File: src/rtl/scroll_if.sv
// Request, RAM and status signals between cursor control, the scroll engine and the text RAM.
interface scroll_if #(
  parameter int unsigned CELL_W = 32,
  parameter int unsigned ADDR_W = 12
);
  logic              req_valid;
  logic              req_dir;
  logic [7:0]        req_step;
  logic [7:0]        req_top;
  logic [7:0]        req_bottom;
  logic              abort;
  logic [CELL_W-1:0] blank_cell;
  logic              rd_en;
  logic [ADDR_W-1:0] rd_addr;
  logic [CELL_W-1:0] rd_data;
  logic              wr_en;
  logic [ADDR_W-1:0] wr_addr;
  logic [CELL_W-1:0] wr_data;
  logic              busy;
  logic              done;
  logic              overflow;

  modport master (
    output req_valid, req_dir, req_step, req_top, req_bottom, abort, blank_cell, rd_data,
    input  rd_en, rd_addr, wr_en, wr_addr, wr_data, busy, done, overflow
  );

  modport slave (
    input  req_valid, req_dir, req_step, req_top, req_bottom, abort, blank_cell, rd_data,
    output rd_en, rd_addr, wr_en, wr_addr, wr_data, busy, done, overflow
  );
endinterface

File: src/rtl/scroll_engine.sv
// Scroll engine: moves rows of the text RAM inside [top, bottom], then blanks vacated rows.
// One cell per cycle through a 1-deep write stage; holds one pending request.
module scroll_engine #(
  parameter int unsigned COLS   = 80,
  parameter int unsigned LINES  = 24,
  parameter int unsigned CELL_W = 32,
  parameter int unsigned ADDR_W = 12
) (
  input logic     clk,
  input logic     rst,
  scroll_if.slave bus
);

  localparam int unsigned RW = 8;
  localparam logic [RW-1:0] LAST_COL = RW'(COLS - 1);

  typedef enum logic [2:0] {S_IDLE, S_COPY, S_CLEAR, S_FLUSH, S_DONE} state_e;

  typedef struct packed {
    logic          dir;
    logic [RW-1:0] step;
    logic [RW-1:0] top;
    logic [RW-1:0] bottom;
  } req_t;

  state_e            state_q, state_d;
  req_t              cur_q, cur_d;
  req_t              pend_q, pend_d;
  logic              pend_vld_q, pend_vld_d;
  logic [RW-1:0]     row_q, row_d;
  logic [RW-1:0]     col_q, col_d;
  logic              rd_en_q, rd_en_d;
  logic [ADDR_W-1:0] rd_addr_q, rd_addr_d;
  logic              wr_en_q, wr_en_d;
  logic [ADDR_W-1:0] wr_addr_q, wr_addr_d;
  logic              wr_blank_q, wr_blank_d;
  logic              busy_q, busy_d;
  logic              done_q, done_d;
  logic              ovf_q, ovf_d;

  logic              start_c;
  req_t              in_req_c, start_req_c;
  logic [RW:0]       span_c;
  logic [RW-1:0]     step_c;
  logic [CELL_W-1:0] wr_data_c;

  function automatic logic [ADDR_W-1:0] cell_addr(input logic [RW-1:0] r, input logic [RW-1:0] c);
    return ADDR_W'(r) * ADDR_W'(COLS) + ADDR_W'(c);
  endfunction

  function automatic logic region_ok(input req_t r);
    return (r.top <= r.bottom) && (32'(r.bottom) < LINES);
  endfunction

  function automatic logic [RW-1:0] norm_step(input req_t r, input logic [RW:0] span);
    if (r.step == '0) return RW'(1);
    if ((RW+1)'(r.step) > span) return RW'(span);
    return r.step;
  endfunction

  function automatic logic [RW-1:0] src_row(input req_t r, input logic [RW-1:0] row);
    return r.dir ? row - r.step : row + r.step;
  endfunction

  always_ff @(posedge clk or posedge rst) begin
    if (rst) begin
      state_q    <= S_IDLE;
      cur_q      <= '0;
      pend_q     <= '0;
      pend_vld_q <= 1'b0;
      row_q      <= '0;
      col_q      <= '0;
      rd_en_q    <= 1'b0;
      rd_addr_q  <= '0;
      wr_en_q    <= 1'b0;
      wr_addr_q  <= '0;
      wr_blank_q <= 1'b0;
      busy_q     <= 1'b0;
      done_q     <= 1'b0;
      ovf_q      <= 1'b0;
    end else begin
      state_q    <= state_d;
      cur_q      <= cur_d;
      pend_q     <= pend_d;
      pend_vld_q <= pend_vld_d;
      row_q      <= row_d;
      col_q      <= col_d;
      rd_en_q    <= rd_en_d;
      rd_addr_q  <= rd_addr_d;
      wr_en_q    <= wr_en_d;
      wr_addr_q  <= wr_addr_d;
      wr_blank_q <= wr_blank_d;
      busy_q     <= busy_d;
      done_q     <= done_d;
      ovf_q      <= ovf_d;
    end
  end

  always_comb begin
    state_d     = state_q;
    cur_d       = cur_q;
    pend_d      = pend_q;
    pend_vld_d  = pend_vld_q;
    row_d       = row_q;
    col_d       = col_q;
    ovf_d       = ovf_q;
    start_c     = 1'b0;
    in_req_c    = '{dir: bus.req_dir, step: bus.req_step, top: bus.req_top, bottom: bus.req_bottom};
    start_req_c = in_req_c;
    span_c      = '0;
    step_c      = '0;

    case (state_q)
      S_IDLE: start_c = bus.req_valid;
      S_COPY, S_CLEAR: begin
        if (col_q == LAST_COL) begin
          col_d = '0;
          if (!cur_q.dir) begin
            // Up: one ascending sweep, copy rows first then the vacated tail.
            if (row_q == cur_q.bottom) begin
              state_d = S_FLUSH;
            end else begin
              row_d   = row_q + RW'(1);
              state_d = ((RW+1)'(row_d) + (RW+1)'(cur_q.step) <= (RW+1)'(cur_q.bottom)) ? S_COPY : S_CLEAR;
            end
          end else if (state_q == S_COPY) begin
            // Down: descending copy, then restart at top for an ascending clear.
            if (row_q == cur_q.top + cur_q.step) begin
              row_d   = cur_q.top;
              state_d = S_CLEAR;
            end else begin
              row_d = row_q - RW'(1);
            end
          end else begin
            if (row_q == cur_q.top + cur_q.step - RW'(1)) state_d = S_FLUSH;
            else                                          row_d = row_q + RW'(1);
          end
        end else begin
          col_d = col_q + RW'(1);
        end
      end
      S_FLUSH: state_d = S_DONE;
      S_DONE: begin
        state_d = S_IDLE;
        if (pend_vld_q) begin
          start_c     = 1'b1;
          start_req_c = pend_q;
          pend_vld_d  = 1'b0;
        end else begin
          start_c = bus.req_valid;
        end
      end
      default: state_d = S_IDLE;
    endcase

    // Requests arriving mid-operation fill the slot or are dropped.
    if (bus.req_valid && ((state_q inside {S_COPY, S_CLEAR, S_FLUSH}) || (state_q == S_DONE && pend_vld_q))) begin
      if (!pend_vld_q) begin
        pend_vld_d = 1'b1;
        pend_d     = in_req_c;
      end else begin
        ovf_d = 1'b1;
      end
    end

    if (start_c) begin
      if (!region_ok(start_req_c)) begin
        state_d = S_DONE;
      end else begin
        span_c     = (RW+1)'(start_req_c.bottom) - (RW+1)'(start_req_c.top) + (RW+1)'(1);
        step_c     = norm_step(start_req_c, span_c);
        cur_d      = start_req_c;
        cur_d.step = step_c;
        col_d      = '0;
        if ((RW+1)'(step_c) < span_c) begin
          state_d = S_COPY;
          row_d   = start_req_c.dir ? start_req_c.bottom : start_req_c.top;
        end else begin
          state_d = S_CLEAR;
          row_d   = start_req_c.top;
        end
      end
    end

    if (bus.abort) begin
      state_d    = S_IDLE;
      pend_vld_d = 1'b0;
      ovf_d      = ovf_q;
      pend_d     = pend_q;
    end

    rd_en_d    = (state_d == S_COPY);
    rd_addr_d  = rd_en_d ? cell_addr(src_row(cur_d, row_d), col_d) : '0;
    wr_en_d    = !bus.abort && (state_q inside {S_COPY, S_CLEAR});
    wr_addr_d  = wr_en_d ? cell_addr(row_q, col_q) : '0;
    wr_blank_d = wr_en_d && (state_q == S_CLEAR);
    busy_d     = (state_d != S_IDLE);
    done_d     = (state_d == S_DONE);
  end

  // Write data joins the RAM read that returns in the write cycle.
  assign wr_data_c = !wr_en_q ? '0 : (wr_blank_q ? bus.blank_cell : bus.rd_data);

  assign bus.rd_en    = rd_en_q;
  assign bus.rd_addr  = rd_addr_q;
  assign bus.wr_en    = wr_en_q;
  assign bus.wr_addr  = wr_addr_q;
  assign bus.wr_data  = wr_data_c;
  assign bus.busy     = busy_q;
  assign bus.done     = done_q;
  assign bus.overflow = ovf_q;

endmodule

File: src/flat_wrapper.sv
// flat-port wrapper written by rule: the top's interface ports become plain ports
module scroll_engine_flat 
#(
  parameter int unsigned COLS   = 80,
  parameter int unsigned LINES  = 24,
  parameter int unsigned CELL_W = 32,
  parameter int unsigned ADDR_W = 12
)
  (clk, rst, bus_req_valid, bus_req_dir, bus_req_step, bus_req_top, bus_req_bottom, bus_abort, bus_blank_cell, bus_rd_data, bus_rd_en, bus_rd_addr, bus_wr_en, bus_wr_addr, bus_wr_data, bus_busy, bus_done, bus_overflow);
  scroll_if #(.CELL_W(CELL_W), .ADDR_W(ADDR_W)) bus_i ();
  input logic clk;
  input logic rst;
  input wire logic [$bits(bus_i.req_valid)-1:0] bus_req_valid;
  input wire logic [$bits(bus_i.req_dir)-1:0] bus_req_dir;
  input wire logic [$bits(bus_i.req_step)-1:0] bus_req_step;
  input wire logic [$bits(bus_i.req_top)-1:0] bus_req_top;
  input wire logic [$bits(bus_i.req_bottom)-1:0] bus_req_bottom;
  input wire logic [$bits(bus_i.abort)-1:0] bus_abort;
  input wire logic [$bits(bus_i.blank_cell)-1:0] bus_blank_cell;
  input wire logic [$bits(bus_i.rd_data)-1:0] bus_rd_data;
  output wire logic [$bits(bus_i.rd_en)-1:0] bus_rd_en;
  output wire logic [$bits(bus_i.rd_addr)-1:0] bus_rd_addr;
  output wire logic [$bits(bus_i.wr_en)-1:0] bus_wr_en;
  output wire logic [$bits(bus_i.wr_addr)-1:0] bus_wr_addr;
  output wire logic [$bits(bus_i.wr_data)-1:0] bus_wr_data;
  output wire logic [$bits(bus_i.busy)-1:0] bus_busy;
  output wire logic [$bits(bus_i.done)-1:0] bus_done;
  output wire logic [$bits(bus_i.overflow)-1:0] bus_overflow;
  assign bus_i.req_valid = bus_req_valid;
  assign bus_i.req_dir = bus_req_dir;
  assign bus_i.req_step = bus_req_step;
  assign bus_i.req_top = bus_req_top;
  assign bus_i.req_bottom = bus_req_bottom;
  assign bus_i.abort = bus_abort;
  assign bus_i.blank_cell = bus_blank_cell;
  assign bus_i.rd_data = bus_rd_data;
  assign bus_rd_en = bus_i.rd_en;
  assign bus_rd_addr = bus_i.rd_addr;
  assign bus_wr_en = bus_i.wr_en;
  assign bus_wr_addr = bus_i.wr_addr;
  assign bus_wr_data = bus_i.wr_data;
  assign bus_busy = bus_i.busy;
  assign bus_done = bus_i.done;
  assign bus_overflow = bus_i.overflow;
  scroll_engine #(.COLS(COLS), .LINES(LINES), .CELL_W(CELL_W), .ADDR_W(ADDR_W)) u_core (.clk(clk), .rst(rst), .bus(bus_i));
endmodule
File: config.mk
export PLATFORM = sky130hd
export DESIGN_NAME = scroll_engine_flat
export DESIGN_NICKNAME = d
export VERILOG_FILES = /design/src/rtl/scroll_if.sv /design/src/rtl/scroll_engine.sv /design/src/flat_wrapper.sv
export SDC_FILE = /design/constraint.sdc
export NUM_CORES = 1
export LEC_CHECK = 0
export ABC_AREA = 1
export CAP_MARGIN = 20
export CELL_PAD_IN_SITES_DETAIL_PLACEMENT = 1
export CELL_PAD_IN_SITES_GLOBAL_PLACEMENT = 2
export CORE_UTILIZATION = 28
export CTS_BUF_LIST = sky130_fd_sc_hd__clkbuf_8
export CTS_CLUSTER_DIAMETER = 80
export DETAILED_ROUTE_END_ITERATION = 7
export GPL_ROUTABILITY_DRIVEN = 1
export PLACE_DENSITY_LB_ADDON = 0.1
export SLEW_MARGIN = 20
export SYNTH_ARGS = -nofsm -noshare
export SYNTH_HDL_FRONTEND = slang
export SYNTH_SLANG_ARGS = --single-unit
File: constraint.sdc
create_clock -name clk -period 8.5 [get_ports clk]
set_clock_uncertainty 0.2 [all_clocks]
set_input_delay 1.7 -clock clk [delete_from_list [all_inputs] [get_ports clk]]
set_output_delay 1.7 -clock clk [all_outputs]
set_load 0.05 [all_outputs]
# Word level (Yosys, flattened, before mapping)
# Cells that the tools add are included.
[word_totals]
ff_bits = 100
input_bits = 93
output_inout_bits = 61
elab_cells = 121
[classes]
n_addsub = 12
mul = 2
order_cmp = 5
n_eq_ne = 10
muxes = 55
n_bitwise = 1
n_reduce_logical = 16
[ops]
columns = ["op", "n"]
rows = [
  ["two-way mux 8 bit", 22],
  ["two-way mux 25 bit", 4],
  ["two-way mux 32 bit", 2],
  ["two-way mux 3 bit", 9],
  ["adder 12 x 8 -> 12 bit", 2],
  ["== test 8 bit", 3],
  ["two-way mux 12 bit", 2],
  ["adder 8 x 1 -> 8 bit (second input constant)", 2],
  ["adder 8 bit", 2],
  ["multiplier 8 x 3 -> 8 bit (second input constant)", 2],
  ["subtractor 8 x 1 -> 8 bit (second input constant)", 2],
  ["two-way mux 1 bit", 12],
  ["adder 8 x 8 -> 9 bit", 1],
  ["adder 9 x 1 -> 9 bit (second input constant)", 1],
  ["greater-than comparator 8 x 9 -> 1 bit", 1],
  ["less-or-equal comparator 9 x 8 -> 1 bit", 1],
  ["< comparator 8 x 9 -> 1 bit", 1],
  ["one-hot mux 3 bit (3 select lines)", 1],
  ["subtractor 8 x 8 -> 9 bit", 1],
  ["== test 8 x 7 -> 1 bit (second input constant)", 1],
  ["less-or-equal comparator 8 bit", 1],
  ["logical NOT 8 bit", 1],
  ["< comparator 8 x 5 -> 1 bit (second input constant)", 1],
  ["subtractor 8 bit", 1],
  ["15 further kinds", 25],
]

# Longest topological paths before layout
[depth]
ltp_word = 22
mapped_depth = 64

# Worst setup path before layout
# No wires, ideal clock.
[synth_path]
path_type = "input to register"
start = "in bus_req_bottom[1]"
end = "reg u_core.rd_addr_q[11], in the netlist u_core.bus.rd_addr[11]"
setup_time_ns = 0.119
arrival_ns = 9.083
t_required_ns = 8.181
setup_slack_ns = -0.902
cell_stages = 55
path_cell_list = "inv_1 > o21ai_0 > o21ai_0 > ha_1 > inv_1 > ha_1 > fa_1 > nand3_1 > nand2_1 > a21oi_1 > nor2_1 > nor2_1 > xor2_1 > ha_1 > nand2_1 > nor3_1 > nor2_1 > nand2_1 > [19 not listed] > a31oi_1 > o21ai_0 > a21oi_1 > xnor2_1 > ha_1 > ha_1 > a21oi_1 > o21ai_0 > xnor2_1 > or2_2 > nand2_1 > inv_1 > nand3_1 > nand2_1 > nand4_1 > nand3_1 > a21oi_1 > nor2_1"
[synth_between]
elab_chain_cells = 22
elab_cells_between_ends = 37
[synth_rtl]
columns = ["element", "line", "rtl"]
rows = [
  ["start: declaration", "flat_wrapper.sv:17", "input wire logic [$bits(bus_i.req_bottom)-1:0] bus_req_bottom;"],
  ["two-way mux 25 bit", "n/a", ""],
  ["two-way mux 25 bit (*)", "scroll_engine.sv:113", "case (state_q)"],
  ["subtractor 8 x 8 -> 9 bit", "scroll_engine.sv:170", "span_c = (RW+1)'(start_req_c.bottom) - (RW+1)'(start_req_c.top) + (RW+1)'(1);"],
  ["adder 9 x 1 -> 9 bit", "scroll_engine.sv:170", ""],
  ["greater-than comparator 8 x 9 -> 1 bit", "scroll_engine.sv:57", "if ((RW+1)'(r.step) > span) return RW'(span);"],
  ["two-way mux 1 bit (2 in series)", "scroll_engine.sv:57", ""],
  ["two-way mux 1 bit", "scroll_engine.sv:167", "if (!region_ok(start_req_c)) begin"],
  ["two-way mux 1 bit", "scroll_engine.sv:166", "if (start_c) begin"],
  ["[7 not listed]", "n/a", ""],
  ["two-way mux 8 bit (*)", "scroll_engine.sv:166", ""],
  ["net u_core.row_d[0]", "scroll_engine.sv:30", "logic [RW-1:0] row_q, row_d;"],
  ["adder 8 bit / subtractor 8 bit (equally long branches)", "scroll_engine.sv:62", "return r.dir ? row - r.step : row + r.step;"],
  ["two-way mux 8 bit (*)", "scroll_engine.sv:62", ""],
  ["multiplier 8 x 3 -> 8 bit (*)", "scroll_engine.sv:48", "return ADDR_W'(r) * ADDR_W'(COLS) + ADDR_W'(c);"],
  ["adder 12 x 8 -> 12 bit (*)", "scroll_engine.sv:48", ""],
  ["two-way mux 12 bit (*)", "scroll_engine.sv:193", "rd_addr_d = rd_en_d ? cell_addr(src_row(cur_d, row_d), col_d) : '0;"],
  ["net u_core.rd_addr_d[11]", "scroll_engine.sv:33", "logic [ADDR_W-1:0] rd_addr_q, rd_addr_d;"],
  ["end signal: assignment", "scroll_engine.sv:89", "rd_addr_q <= rd_addr_d;"],
  ["end: declaration", "scroll_engine.sv:33", ""],
]
# The timed path passes the listed nets; every way through them passes the cells marked *. The select of a mux whose other input is x is not followed.
# A chain may end at the register's enable or synchronous reset.

==> impl_summary.txt <==
----------------------------------------------------
[Yosys]
  Most common cell in the netlist ... sky130_fd_sc_hd__nand2_1
  Cell area after synthesis ... 9293 sq um
  Share of the synthesized area in the top cell type ... 26.93%
  Post-Syn Nets ... 1554
  Part of the Yosys area used for sequential elements ... 26.93%
  Count of yosys warnings during synthesis ... 0
  List of most frequent post-synthesis cells ... 337 x sky130_fd_sc_hd__nand2_1, 179 x sky130_fd_sc_hd__inv_1, 147 x sky130_fd_sc_hd__nor2_1
  Synthesized area per cell ... 6.863 sq um
  Post-synthesis cell count ... 1354
  Top flip-flop cell by instance count after synthesis ... sky130_fd_sc_hd__dfrtp_1
  Flip-flop and latch count after synthesis ... 100
  Top area cells in the synthesized netlist ... sky130_fd_sc_hd__dfrtp_1 27%, sky130_fd_sc_hd__nand2_1 14%, sky130_fd_sc_hd__ha_1 13%, sky130_fd_sc_hd__inv_1 7.2%, sky130_fd_sc_hd__o21ai_0 6.7%
  EDFF count, synth ... 0
  Cell taking the most area after synthesis ... sky130_fd_sc_hd__dfrtp_1
  Async set or reset register ratio after synthesis ... 100.0%
  Synth cell types ... 45

[Drt]
  First drt pass iteration count ... 4
  WL final ... 35910 um
  Routed wire length per instance ... 16.78 um
  Number of nets with antenna violations after detailed routing ... 0
  Vias after detailed routing ... 10010
  Detailed-route DRC error count ... 0
  Vias per cell ... 4.677
  DRC violation total after the first TritonRoute iteration ... 305

[Critical path]
  Longest individual stage delay on the worst path ... 320 ps
  Logic depth of the worst path, buffers included ... 56
  Cell count of the worst reg-to-reg path ... 56
  CP delay by family, top ... simple AND/OR/NAND/NOR gates
  Reg2Reg Setup Slack ... -60 ps
  CP startpoint kind ... input pin
  Highest-delay cell along the critical path ... sky130_fd_sc_hd__ha_1
  Biggest fanout along the worst timing path ... 7
  Data arrival time of the critical path ... 9120 ps
  Crit path capture type ... register
  Worst EP required ... 8610 ps
  Reg2reg start ... u_core.state_q[0]$_DFF_PP0_
  Worst reg2reg path endpoint ... u_core.bus.rd_addr[11]$_DFF_PP0_
  Category of the critical setup timing path ... in -> reg
  Worst path bufs/invs ... 16
  Top cell by count, worst path ... sky130_fd_sc_hd__buf_4

[Min path]
  Hold Crit Class ... reg -> reg
  Hold worst-path end ... u_core.bus.overflow$_DFFE_PP0P_
  Number of cells traversed by the worst hold path ... 1
  Worst hold path startpoint ... u_core.bus.overflow$_DFFE_PP0P_

[Finish]
  Synthesis-to-layout area growth ... 50.57%
  Layout Cell Area excl Fill ... 13990 sq um
  Layout Cells excl Fill ... 2140
  Inserted Diodes ... 0
  Core Util, Final ... 42.90%
  Final net count ... 1893
  Share of cells above drive strength 1 ... 25.15%

[Timing]
  Hold Vio Cnt, Final ... 0
  Worst Slack Setup Final ... -509.4 ps
  Final worst-path cycle share ... 106.0%
  Accumulated negative setup slack ... -1056 ps
  Slew headroom ... 32.01%
  RSZ-0062 raised after global routing ... true
  Final min period ... 9009 ps
  Achievable Freq ... 0.1110 GHz
  Number of failing setup endpoints in the final timing report ... 3
  Slew @ Worst Pin ... 1019 ps
  Max-slew violation count ... 0

[Clock network]
  Hold buffers post-CTS ... 0
  Number of buffers added by the clock tree synthesis step ... 9
  H-tree Lvls ... 3
  Skew-Pair Late Insertion Delay ... 410 ps
  Reg clk slew, reported paths ... 110 ps
  Buffer type at the clock tree root ... sky130_fd_sc_hd__clkbuf_8
  Maximum clock path buffer count ... 2
  Sinks on the clock net ... 100
  CTS tree ... yes

[Run]
  Max-Cap Viols ... 0

[Die]
  Count of pins on the block boundary ... 154
  Starting density of the core ... 28.49%
  Die W ... 184.2 um
  Count of standard-cell rows ... 66
  Floorplan die height ... 184.2 um
  DIE AREA ... 33920 sq um
  Placeable Area ... 32620 sq um

[Placement]
  Placed Cells incl. Taps ... 2060
  Post-place instance area ... 12450 sq um
  Half-perimeter wire length after placement ... 27740 um
  Number of buffers added on ports ... 153
  Routability congestion estimate ... 0.8751

[Global route]
  Wire length of the first global-routing pass ... 57060 um
  Total GRT Usage ... 21.63%
  Via count of the first global-routing pass ... 10520
  Remaining global-route overflow ... 0
  Largest net degree at the start of global routing ... 71
  Number of antenna violations at the first check in global routing ... 0

[Status]
  Outcome ... finished with violations
  Violated checks ... negative setup slack

----------------------------------------------------
## stage by stage
step	hold slack, ps	worst slack [ps]
2_1_floorplan	248.8	-431.9
3_3_place_gp	244.7	-1410
3_5_place_dp	247.8	-1557
4_1_cts	279.0	-263.3
5_1_grt	296.2	-1094
6_report	268.8	-509.4
## state kept, by name, summed over array words and instances, names as in the netlist
register,cells
u_core.cur_q,25
u_core.pend_q,25
u_core.bus.rd_addr,12
u_core.bus.wr_addr,12
u_core.col_q,8
u_core.row_q,8
u_core.state_q,3
u_core.bus.busy,1
u_core.bus.done,1
u_core.bus.overflow,1
u_core.bus.rd_en,1
u_core.bus.wr_en,1
u_core.pend_vld_q,1
u_core.wr_blank_q,1
## metal layers
layer	global-route usage, %	vias up	routed length, um
met2	39.20	158	18180
met5	0	-	0
met3	2.865	34	1106
met1	26.49	4757	15850
met4	6.267	0	784
li1	-	5060	-
## placed cells by master (no fill, tap or decap), types with 26 or more instances in the layout
cell	netlist	routed
sky130_fd_sc_hd__xor2_1	39	34
sky130_fd_sc_hd__nand3_1	60	53
sky130_fd_sc_hd__clkdlybuf4s50_1	0	140
sky130_fd_sc_hd__nand2_1	337	320
sky130_fd_sc_hd__nor2_1	147	138
sky130_fd_sc_hd__inv_2	5	29
sky130_fd_sc_hd__buf_4	1	198
sky130_fd_sc_hd__dfrtp_1	100	100
sky130_fd_sc_hd__o21ai_0	125	89
sky130_fd_sc_hd__ha_4	0	26
sky130_fd_sc_hd__a21oi_1	75	60
sky130_fd_sc_hd__o21ai_2	7	26
sky130_fd_sc_hd__ha_1	99	70
sky130_fd_sc_hd__inv_1	179	151
## how the worst max path moves through the flow
stage                   start                               end  slack [ps]
5_1_grt        bus_req_top[1]  u_core.bus.rd_addr[11]$_DFF_PP0_       -1090
3_3_place_gp   bus_req_top[1]  u_core.bus.rd_addr[11]$_DFF_PP0_       -1410
4_1_cts        bus_req_top[1]  u_core.bus.rd_addr[11]$_DFF_PP0_        -260
6_report       bus_req_top[3]  u_core.bus.rd_addr[11]$_DFF_PP0_        -510
2_1_floorplan  bus_req_top[1]  u_core.bus.rd_addr[11]$_DFF_PP0_        -430
3_5_place_dp   bus_req_top[1]  u_core.bus.rd_addr[11]$_DFF_PP0_       -1560
## layout make-up
type,instances,area [sq um]
Clock buffer,10,137.6
Clock inverter,6,45.04
Fill cell,4042,18630
Inverter,188,743.2
Multi-Input combinational cell,1025,6795
Sequential cell,100,2502
Tap cell,442,553.0
Timing Repair Buffer,369,3216
## kinds of logic (layout without fill, tap and decap cells)
logic type      Yosys count  after routing  share of synthesized area (%)
simple gates            607            607                          27.58
compound gates          252            252                          15.11
buf+inv                 229            573                          9.775
fa+ha+maj               107            107                          15.05
flops                   100            100                          26.93
xor+xnor                 59             59                          5.561
## timing repair
item / in CTS / in global routing
gates resized for setup: 157 / 74
setup buffers: 55 / 12
setup endpoints to repair: 6 / 6
pin swaps: 83 / 32
endpoints found under the hold margin: 0 / 0
Power is not shown: default switching activity piles up to over one toggle a cycle in this logic, so the estimate is an artifact.
